## config.mk

```make
export PLATFORM = sky130hd
export DESIGN_NAME = glyph_rain_engine_flat
export DESIGN_NICKNAME = d
export VERILOG_FILES = /design/src/rtl/glyph_rain_if.sv /design/src/rtl/glyph_rain_engine.sv /design/src/flat_wrapper.sv
export SDC_FILE = /design/constraint.sdc
export NUM_CORES = 2
export LEC_CHECK = 0
export CAP_MARGIN = 30
export CORE_UTILIZATION = 63
export CTS_CLUSTER_DIAMETER = 50
export DETAILED_ROUTE_END_ITERATION = 10
export PLACE_DENSITY = 0.8
export SLEW_MARGIN = 20
export SYNTH_ARGS = -nofsm -noshare
export SYNTH_HDL_FRONTEND = slang
export SYNTH_SLANG_ARGS = --single-unit
```

## constraint.sdc

```tcl
create_clock -name clk -period 5.4 [get_ports clk]
set_input_delay 0.81 -clock clk [delete_from_list [all_inputs] [get_ports clk]]
set_output_delay 0.81 -clock clk [all_outputs]
set_load 0.01 [all_outputs]
```

## src/rtl/glyph_rain_if.sv

```systemverilog
// Video timing, control and glyph-ROM signals between the sync generator side and the rain engine.
interface glyph_rain_if;
  logic [9:0] hpos;
  logic [9:0] vpos;
  logic       display_on;
  logic       hsync_in;
  logic       vsync_in;
  logic [1:0] palette_sel;
  logic       freeze;
  logic [5:0] glyph_c;
  logic [3:0] glyph_y;
  logic [2:0] glyph_x;
  logic       glyph_pixel;
  logic [5:0] rgb;
  logic       hsync_out;
  logic       vsync_out;
  logic       busy;
  logic [9:0] frame;

  modport master (
    output hpos, vpos, display_on, hsync_in, vsync_in, palette_sel, freeze, glyph_pixel,
    input  glyph_c, glyph_y, glyph_x, rgb, hsync_out, vsync_out, busy, frame
  );

  modport slave (
    input  hpos, vpos, display_on, hsync_in, vsync_in, palette_sel, freeze, glyph_pixel,
    output glyph_c, glyph_y, glyph_x, rgb, hsync_out, vsync_out, busy, frame
  );
endinterface

```

## src/rtl/glyph_rain_engine.sv

```systemverilog
// Glyph-rain pixel engine: per-column drop state swept once per frame in vblank,
// two-stage pixel pipeline (cell/ROM lookup, then intensity and palette).
module glyph_rain_engine #(
  parameter int unsigned NCOLS        = 80,
  parameter int unsigned NROWS        = 40,
  parameter int unsigned GLYPH_W_LOG2 = 3,
  parameter int unsigned GLYPH_H      = 12,
  parameter int unsigned TRAIL_LEN    = 16,
  parameter int unsigned NGLYPHS      = 51,
  parameter int unsigned H_TOTAL      = 800,
  parameter int unsigned V_TOTAL      = 525,
  parameter int unsigned HEAD_W       = 7,
  parameter logic [15:0] SEED         = 16'hACE1
) (
  input logic         clk,
  input logic         rst_n,
  glyph_rain_if.slave vid
);

  localparam int unsigned ColW     = $clog2(NCOLS);
  localparam int unsigned HposColW = 10 - GLYPH_W_LOG2;
  localparam int unsigned RowW     = $clog2((V_TOTAL + GLYPH_H - 1) / GLYPH_H);
  localparam int unsigned DistW    = HEAD_W + 1;
  localparam logic [DistW-1:0] HeadLimit = DistW'(NROWS + TRAIL_LEN);
  localparam logic [DistW-1:0] TrailLim  = DistW'(TRAIL_LEN);

  typedef enum logic {StIdle, StSweep} state_e;

  state_e                 state_q, state_d;
  logic [9:0]             frame_q, frame_d;
  logic [ColW-1:0]        col_idx_q, col_idx_d;
  logic                   seeded_q, seeded_d;
  logic [15:0]            lfsr_q, lfsr_d, lfsr_step;
  logic                   vs_prev_q;
  logic                   frame_start;

  logic [HEAD_W-1:0]      head_q [NCOLS];
  logic [NCOLS-1:0]       speed_q;
  logic                   head_we;
  logic [HEAD_W-1:0]      head_wdata;
  logic                   speed_wdata;
  logic [HEAD_W-1:0]      cur_head;
  logic                   cur_speed;
  logic [DistW-1:0]       head_sum;

  logic [RowW-1:0]        row_q, row_d;
  logic [3:0]             sub_q, sub_d;

  // Cell counters advance at end of line so they describe the next line at hpos=0.
  always_comb begin
    row_d = row_q;
    sub_d = sub_q;
    if (vid.hpos == 10'(H_TOTAL - 1)) begin
      if (vid.vpos == 10'(V_TOTAL - 1)) begin
        row_d = '0;
        sub_d = '0;
      end else if (sub_q == 4'(GLYPH_H - 1)) begin
        sub_d = '0;
        row_d = row_q + 1'b1;
      end else begin
        sub_d = sub_q + 1'b1;
      end
    end
  end

  assign frame_start = vs_prev_q & ~vid.vsync_in;
  assign lfsr_step   = {1'b0, lfsr_q[15:1]} ^ (lfsr_q[0] ? 16'hB400 : 16'h0000);
  assign cur_head    = head_q[col_idx_q];
  assign cur_speed   = speed_q[col_idx_q];
  assign head_sum    = {1'b0, cur_head} + DistW'(1) + DistW'(cur_speed);

  always_comb begin
    state_d     = state_q;
    frame_d     = frame_q;
    col_idx_d   = col_idx_q;
    seeded_d    = seeded_q;
    lfsr_d      = lfsr_q;
    head_we     = 1'b0;
    head_wdata  = cur_head;
    speed_wdata = cur_speed;
    unique case (state_q)
      StIdle: begin
        if (frame_start) begin
          state_d   = StSweep;
          col_idx_d = '0;
          if (!vid.freeze) frame_d = frame_q + 10'd1;
        end
      end
      StSweep: begin
        lfsr_d = lfsr_step;
        if (!seeded_q) begin
          head_we     = 1'b1;
          head_wdata  = ({1'b0, lfsr_step[HEAD_W-1:0]} < HeadLimit) ? lfsr_step[HEAD_W-1:0] : '0;
          speed_wdata = lfsr_step[8];
        end else if (!vid.freeze) begin
          head_we = 1'b1;
          if (head_sum >= HeadLimit) begin
            head_wdata  = '0;
            speed_wdata = lfsr_step[8];
          end else begin
            head_wdata = head_sum[HEAD_W-1:0];
          end
        end
        if (col_idx_q == ColW'(NCOLS - 1)) begin
          state_d  = StIdle;
          seeded_d = 1'b1;
        end else begin
          col_idx_d = col_idx_q + 1'b1;
        end
      end
      default: state_d = StIdle;
    endcase
  end

  always_ff @(posedge clk or negedge rst_n) begin
    if (!rst_n) begin
      state_q   <= StIdle;
      frame_q   <= '0;
      col_idx_q <= '0;
      seeded_q  <= 1'b0;
      lfsr_q    <= SEED;
      vs_prev_q <= 1'b1;
      row_q     <= '0;
      sub_q     <= '0;
    end else begin
      state_q   <= state_d;
      frame_q   <= frame_d;
      col_idx_q <= col_idx_d;
      seeded_q  <= seeded_d;
      lfsr_q    <= lfsr_d;
      vs_prev_q <= vid.vsync_in;
      row_q     <= row_d;
      sub_q     <= sub_d;
    end
  end

  always_ff @(posedge clk or negedge rst_n) begin
    if (!rst_n) begin
      for (int i = 0; i < NCOLS; i++) head_q[i] <= '0;
      speed_q <= '0;
    end else if (head_we) begin
      head_q[col_idx_q]  <= head_wdata;
      speed_q[col_idx_q] <= speed_wdata;
    end
  end

  // Stage 1: cell lookup.
  logic [HposColW-1:0]     hpos_col;
  logic                    col_valid;
  logic [ColW-1:0]         rd_idx;
  logic [DistW-1:0]        dist_d;

  assign hpos_col  = vid.hpos[9:GLYPH_W_LOG2];
  assign col_valid = ({{(32 - HposColW){1'b0}}, hpos_col} < NCOLS);
  assign rd_idx    = col_valid ? ColW'(hpos_col) : '0;
  assign dist_d    = {1'b0, head_q[rd_idx]} - DistW'(row_q);

  logic [5:0]              s1_col_q;
  logic                    s1_valid_q;
  logic [RowW-1:0]         s1_row_q;
  logic [3:0]              s1_sub_q;
  logic [GLYPH_W_LOG2-1:0] s1_x_q;
  logic                    s1_de_q;
  logic                    s1_hs_q;
  logic                    s1_vs_q;
  logic [1:0]              s1_pal_q;
  logic [DistW-1:0]        s1_dist_q;

  always_ff @(posedge clk or negedge rst_n) begin
    if (!rst_n) begin
      s1_col_q   <= '0;
      s1_valid_q <= 1'b0;
      s1_row_q   <= '0;
      s1_sub_q   <= '0;
      s1_x_q     <= '0;
      s1_de_q    <= 1'b0;
      s1_hs_q    <= 1'b1;
      s1_vs_q    <= 1'b1;
      s1_pal_q   <= '0;
      s1_dist_q  <= '0;
    end else begin
      s1_col_q   <= hpos_col[5:0];
      s1_valid_q <= col_valid;
      s1_row_q   <= row_q;
      s1_sub_q   <= sub_q;
      s1_x_q     <= vid.hpos[GLYPH_W_LOG2-1:0];
      s1_de_q    <= vid.display_on;
      s1_hs_q    <= vid.hsync_in;
      s1_vs_q    <= vid.vsync_in;
      s1_pal_q   <= vid.palette_sel;
      s1_dist_q  <= dist_d;
    end
  end

  // Glyph hash scrolls with frame[9:4] so the characters slowly change.
  logic [5:0] glyph_h;
  logic [5:0] row3;
  assign row3    = 6'(s1_row_q) + {s1_row_q[4:0], 1'b0};
  assign glyph_h = s1_col_q + row3 + frame_q[9:4];

  assign vid.glyph_c = ({1'b0, glyph_h} >= 7'(NGLYPHS)) ? 6'({1'b0, glyph_h} - 7'(NGLYPHS))
                                                      : glyph_h;
  assign vid.glyph_y = s1_sub_q;
  assign vid.glyph_x = 3'(s1_x_q);

  // Stage 2: intensity and palette; dist is non-negative when the sign bit is clear.
  logic       lit;
  logic [1:0] level;
  logic [5:0] colour;

  assign lit = s1_valid_q && !s1_dist_q[DistW-1] && (s1_dist_q < TrailLim);

  always_comb begin
    level = 2'd1;
    if (s1_dist_q <= DistW'(3))      level = 2'd3;
    else if (s1_dist_q <= DistW'(7)) level = 2'd2;
    colour = '0;
    if (s1_dist_q == '0) begin
      colour = 6'b111111;
    end else begin
      unique case (s1_pal_q)
        2'd0: colour = {2'b00, level, 2'b00};
        2'd1: colour = {level, 1'b0, level[1], 2'b00};
        2'd2: colour = {2'b00, level, level};
        2'd3: colour = {level, level, level};
        default: colour = '0;
      endcase
    end
  end

  logic [5:0] rgb_q;
  logic       hs_out_q;
  logic       vs_out_q;

  always_ff @(posedge clk or negedge rst_n) begin
    if (!rst_n) begin
      rgb_q    <= '0;
      hs_out_q <= 1'b1;
      vs_out_q <= 1'b1;
    end else begin
      rgb_q    <= (s1_de_q && vid.glyph_pixel && lit) ? colour : 6'd0;
      hs_out_q <= s1_hs_q;
      vs_out_q <= s1_vs_q;
    end
  end

  assign vid.rgb       = rgb_q;
  assign vid.hsync_out = hs_out_q;
  assign vid.vsync_out = vs_out_q;
  assign vid.busy      = (state_q == StSweep);
  assign vid.frame     = frame_q;

endmodule

```

## src/flat_wrapper.sv

```systemverilog
// flat-port wrapper written by rule: the top's interface ports become plain ports
module glyph_rain_engine_flat 
#(
  parameter int unsigned NCOLS        = 80,
  parameter int unsigned NROWS        = 40,
  parameter int unsigned GLYPH_W_LOG2 = 3,
  parameter int unsigned GLYPH_H      = 12,
  parameter int unsigned TRAIL_LEN    = 16,
  parameter int unsigned NGLYPHS      = 51,
  parameter int unsigned H_TOTAL      = 800,
  parameter int unsigned V_TOTAL      = 525,
  parameter int unsigned HEAD_W       = 7,
  parameter logic [15:0] SEED         = 16'hACE1
)
  (clk, rst_n, vid_hpos, vid_vpos, vid_display_on, vid_hsync_in, vid_vsync_in, vid_palette_sel, vid_freeze, vid_glyph_pixel, vid_glyph_c, vid_glyph_y, vid_glyph_x, vid_rgb, vid_hsync_out, vid_vsync_out, vid_busy, vid_frame);
  glyph_rain_if vid_i ();
  input logic clk;
  input logic rst_n;
  input wire logic [$bits(vid_i.hpos)-1:0] vid_hpos;
  input wire logic [$bits(vid_i.vpos)-1:0] vid_vpos;
  input wire logic [$bits(vid_i.display_on)-1:0] vid_display_on;
  input wire logic [$bits(vid_i.hsync_in)-1:0] vid_hsync_in;
  input wire logic [$bits(vid_i.vsync_in)-1:0] vid_vsync_in;
  input wire logic [$bits(vid_i.palette_sel)-1:0] vid_palette_sel;
  input wire logic [$bits(vid_i.freeze)-1:0] vid_freeze;
  input wire logic [$bits(vid_i.glyph_pixel)-1:0] vid_glyph_pixel;
  output wire logic [$bits(vid_i.glyph_c)-1:0] vid_glyph_c;
  output wire logic [$bits(vid_i.glyph_y)-1:0] vid_glyph_y;
  output wire logic [$bits(vid_i.glyph_x)-1:0] vid_glyph_x;
  output wire logic [$bits(vid_i.rgb)-1:0] vid_rgb;
  output wire logic [$bits(vid_i.hsync_out)-1:0] vid_hsync_out;
  output wire logic [$bits(vid_i.vsync_out)-1:0] vid_vsync_out;
  output wire logic [$bits(vid_i.busy)-1:0] vid_busy;
  output wire logic [$bits(vid_i.frame)-1:0] vid_frame;
  assign vid_i.hpos = vid_hpos;
  assign vid_i.vpos = vid_vpos;
  assign vid_i.display_on = vid_display_on;
  assign vid_i.hsync_in = vid_hsync_in;
  assign vid_i.vsync_in = vid_vsync_in;
  assign vid_i.palette_sel = vid_palette_sel;
  assign vid_i.freeze = vid_freeze;
  assign vid_i.glyph_pixel = vid_glyph_pixel;
  assign vid_glyph_c = vid_i.glyph_c;
  assign vid_glyph_y = vid_i.glyph_y;
  assign vid_glyph_x = vid_i.glyph_x;
  assign vid_rgb = vid_i.rgb;
  assign vid_hsync_out = vid_i.hsync_out;
  assign vid_vsync_out = vid_i.vsync_out;
  assign vid_busy = vid_i.busy;
  assign vid_frame = vid_i.frame;
  glyph_rain_engine #(.NCOLS(NCOLS), .NROWS(NROWS), .GLYPH_W_LOG2(GLYPH_W_LOG2), .GLYPH_H(GLYPH_H), .TRAIL_LEN(TRAIL_LEN), .NGLYPHS(NGLYPHS), .H_TOTAL(H_TOTAL), .V_TOTAL(V_TOTAL), .HEAD_W(HEAD_W), .SEED(SEED)) u_core (.clk(clk), .rst_n(rst_n), .vid(vid_i));
endmodule
```

==> results.sh <==
export IMPL_synthAdderAreaFrac_pct=1.10
export IMPL_clock_path_buffers=3
export IMPL_synth_top_area_share_pct=46.7
export IMPL_numCtsBuffers=81
export IMPL_period_minus_slack_ns=5.35
export IMPL_synthMostInstantiatedCell="dfrtp_1"
export IMPL_insertion_delay_ns=0.65
export IMPL_relSlewSlack_pct=25.0
export IMPL_io_buffers=60
export IMPL_async_reset_ff_share_pct=100
export IMPL_worst_r2r_cell_count=18
export IMPL_track_usage_pct=47.2
export IMPL_synth_nets=3903
export IMPL_power_density_nw_per_um2=275
export IMPL_yosysWarnings=0
export IMPL_status="complete, no violations"
export IMPL_cts_tree="yes"
export IMPL_synth_top_family_by_area="compound AO/OA/AOI/OAI gates"
export IMPL_grt_ovfl_total=0
export IMPL_synth_compound_area_share_pct=16.9
export IMPL_drt_iter0_drc=5507
export IMPL_crit_reg2reg_capture="u_core.speed_q[26]$_DFFE_PN0P_"
export IMPL_wl_um=145000
export IMPL_seq_area_frac_synth_pct=47.5
export IMPL_die_h_um=249
export IMPL_synthesis_area_um2=38300
export IMPL_cp_end_kind="flop"
export IMPL_cts_hold_buf=0
export IMPL_ant_nets=0
export IMPL_yosys_area_top_type="dfrtp_1"
export IMPL_finalInstanceArea_um2=43900
export IMPL_synthToLayoutAreaGrowth_pct=14.7
export IMPL_vias=34657
export IMPL_wl_per_cell_um=30.2
export IMPL_r2r_start="u_core.col_idx_q[2]$_DFFE_PN0P_"
export IMPL_placed_cell_area_um2=41000
export IMPL_drt_pass1_iterations=7
export IMPL_die_area_um2=61800
export IMPL_grt_max_degree=129
export IMPL_fmax_mhz=187
export IMPL_ys_top_cells_by_area="dfrtp_1 47%, mux2_2 6.0%, mux4_2 5.2%"
export IMPL_synth_area_per_cell_um2=9.95
export IMPL_worst_pin_slew_ns=1.11
export IMPL_synth_xor_area_share_pct=0.732
export IMPL_grt_pass1_vias=33709
export IMPL_post_cts_setup_buffers=0
export IMPL_root_buffer="clkbuf_16"
export IMPL_dieWidth_um=249
export IMPL_synth_top_flop_cell="dfrtp_1"
export IMPL_arrival_ns=5.89
export IMPL_synth_edff_count=0
export IMPL_cap_violations=0
export IMPL_initial_core_util_pct=63.6
export IMPL_setup_viol=0
export IMPL_fp_coreArea_um2=60200
export IMPL_finalMaxSlewViolations=0
export IMPL_h_tree_depth=3
export IMPL_fin_skew_ns=0.0257
export IMPL_critical_path_class="flop to flop"
export IMPL_dp_cells=4659
export IMPL_cp_max_fo=63
export IMPL_gp_congestion=1.03
export IMPL_crit_required_ns=5.94
export IMPL_drive_gt1_share_pct=18.8
export IMPL_ys_seq_elements=726
export IMPL_hold_violations=0
export IMPL_via_per_inst=7.21
export IMPL_antenna_found_initial=5
export IMPL_grt_pass1_wl_um=216000
export IMPL_hold_class="primary input to async pin"
export IMPL_drc=0
export IMPL_clk_pin_slew_ns=0.06
export IMPL_syn_inst=3847
export IMPL_rsz0062_at_grt="no"
export IMPL_critPathLaunchType="flop"
export IMPL_timing_hold_ws_ns=0.129
export IMPL_ir_worst_vdd_mv=0.261
export IMPL_ios=61
export IMPL_dp_hpwl_um=98900
export IMPL_yosys_area_share_simple_pct=15.3
export IMPL_netlist_top_cells_count="714 x dfrtp_1, 506 x nand2_1, 479 x nor2_1, 316 x a21oi_1, 203 x mux2_2"
export IMPL_power_leakage_uw=0.0191
export IMPL_nNetsFinal=4017
export IMPL_post_route_util_pct=72.9
export IMPL_rrSetupSlack_ns=0.05
export IMPL_synthMuxAreaShare_pct=14.4
export IMPL_nFillCells=4285
export IMPL_cts_sinks=726
export IMPL_yosys_cell_types_count=90
export IMPL_post_layout_nonfiller_instances=4810
export IMPL_rows=90
export IMPL_period_share_pct=99.1
-- placed cells by master, fill, tap and decap left out, types with 62 or more instances in the layout --
cell	instances
a21oi_1	315
clkbuf_16	85
o21ai_0	109
buf_4	221
nand3_1	80
a311oi_1	62
a31oi_1	103
mux2i_1	120
nand2_1	503
mux4_2	88
nor2_1	476
dfrtp_1	711
mux2_2	203
-- power by group --
group          leakage (uW)  internal [uW]  switching (uW)
Sequential          0.00997           5460            12.1
Clock               0.00139           3560            2370
Combinational       0.00774            215             459
-- repair_timing --
item | CTS | global route
setup endpoints to repair | 0 | 291
gates resized for setup | 0 | 4
hold endpoints to repair | 0 | 0
-- final cells by class --
class,instances,area (um2),share of cell area [%]
Inverter,37,139,0.316
Clock inverter,37,507,1.15
Timing Repair Buffer,324,3120,7.10
Clock buffer,110,2320,5.29
Sequential cell,726,18200,41.4
Antenna cell,3,7.51,0.0171
Tap cell,782,978,2.23
Multi-Input combinational cell,2791,18600,42.5
-- through the flow --
| stage | TNS (ns) | setup WS, ns | total power (uW) |
|---|---|---|---|
| finish | 0 | 0.0509 | 12100 |
| global route | 0 | 0.0104 | 12300 |
| CTS | 0 | 0.0684 | 12000 |
| detailed placement | -0.00814 | -0.00814 | 6230 |
| global placement | 0 | 0.00620 | 6220 |
| floorplan | 0 | 0.551 | 5860 |
-- state kept, by name, summed over array words and instances (netlist names) --
name / count
u_core.head_q: 560
u_core.speed_q: 80
u_core.lfsr_q: 16
u_core.vid.frame: 10
u_core.s1_dist_q: 8
u_core.col_idx_q: 7
u_core.row_q: 6
u_core.s1_col_q: 6
u_core.s1_row_q: 6
u_core.vid.rgb: 6
u_core.sub_q: 4
u_core.vid.glyph_y: 4
u_core.vid.glyph_x: 3
u_core.s1_pal_q: 2
u_core.s1_de_q: 1
u_core.s1_hs_q: 1
u_core.s1_valid_q: 1
u_core.seeded_q: 1
u_core.vid.busy: 1
u_core.vid.hsync_out: 1
u_core.vid.vsync_out: 1
u_core.vs_prev_q: 1
-- kinds of logic after synthesis --
family | Yosys count
AND/OR/NAND/NOR | 1327
AO/OA/AOI/OAI | 990
flip-flops | 726
multiplexers | 415
buffers and inverters | 330
XOR/XNOR | 32
adder cells (fa/ha/maj) | 27
-- worst max path at each step --
stage                               startpoint                        endpoint  cells after the start
2_1_floorplan  u_core.col_idx_q[1]$_DFFE_PN0P_  u_core.head_q[359]$_DFFE_PN0P_                     22
3_3_place_gp                       vid_hpos[7]   u_core.s1_dist_q[6]$_DFF_PN0_                     22
3_5_place_dp                       vid_hpos[7]   u_core.s1_dist_q[6]$_DFF_PN0_                     19
4_1_cts        u_core.col_idx_q[1]$_DFFE_PN0P_  u_core.head_q[358]$_DFFE_PN0P_                     19
5_1_grt        u_core.col_idx_q[2]$_DFFE_PN0P_  u_core.speed_q[13]$_DFFE_PN0P_                     20
6_report       u_core.col_idx_q[2]$_DFFE_PN0P_  u_core.speed_q[26]$_DFFE_PN0P_                     18
-- layer usage --
layer,share of wire (%),routed length (um),vias to the layer above,track usage (%)
li1,-,-,14184,-
met1,35,50300,16792,59.7
met2,42,61400,2894,67.8
met3,15,21100,781,16.4
met4,8.5,12400,6,33.8
met5,0.024,35,-,0
-- worst max-delay path, cell delays in order (launching register included) --
cell and delay [ns]:
dfrtp_4 0.60, buf_12 0.22, nor3b_4 0.85, buf_4 0.35, a221oi_1 0.12, a31oi_1 0.50
or4_1 0.27, nor4_2 0.07, buf_4 0.16, ha_1 0.20, inv_1 0.06, ha_1 0.16
buf_4 0.14, o211ai_1 0.11, nand4b_4 0.23, a41oi_1 0.28, mux2_2 0.40, buf_12 0.19
o31ai_1 0.27
Note: power is estimated with default switching activity, not from simulation.
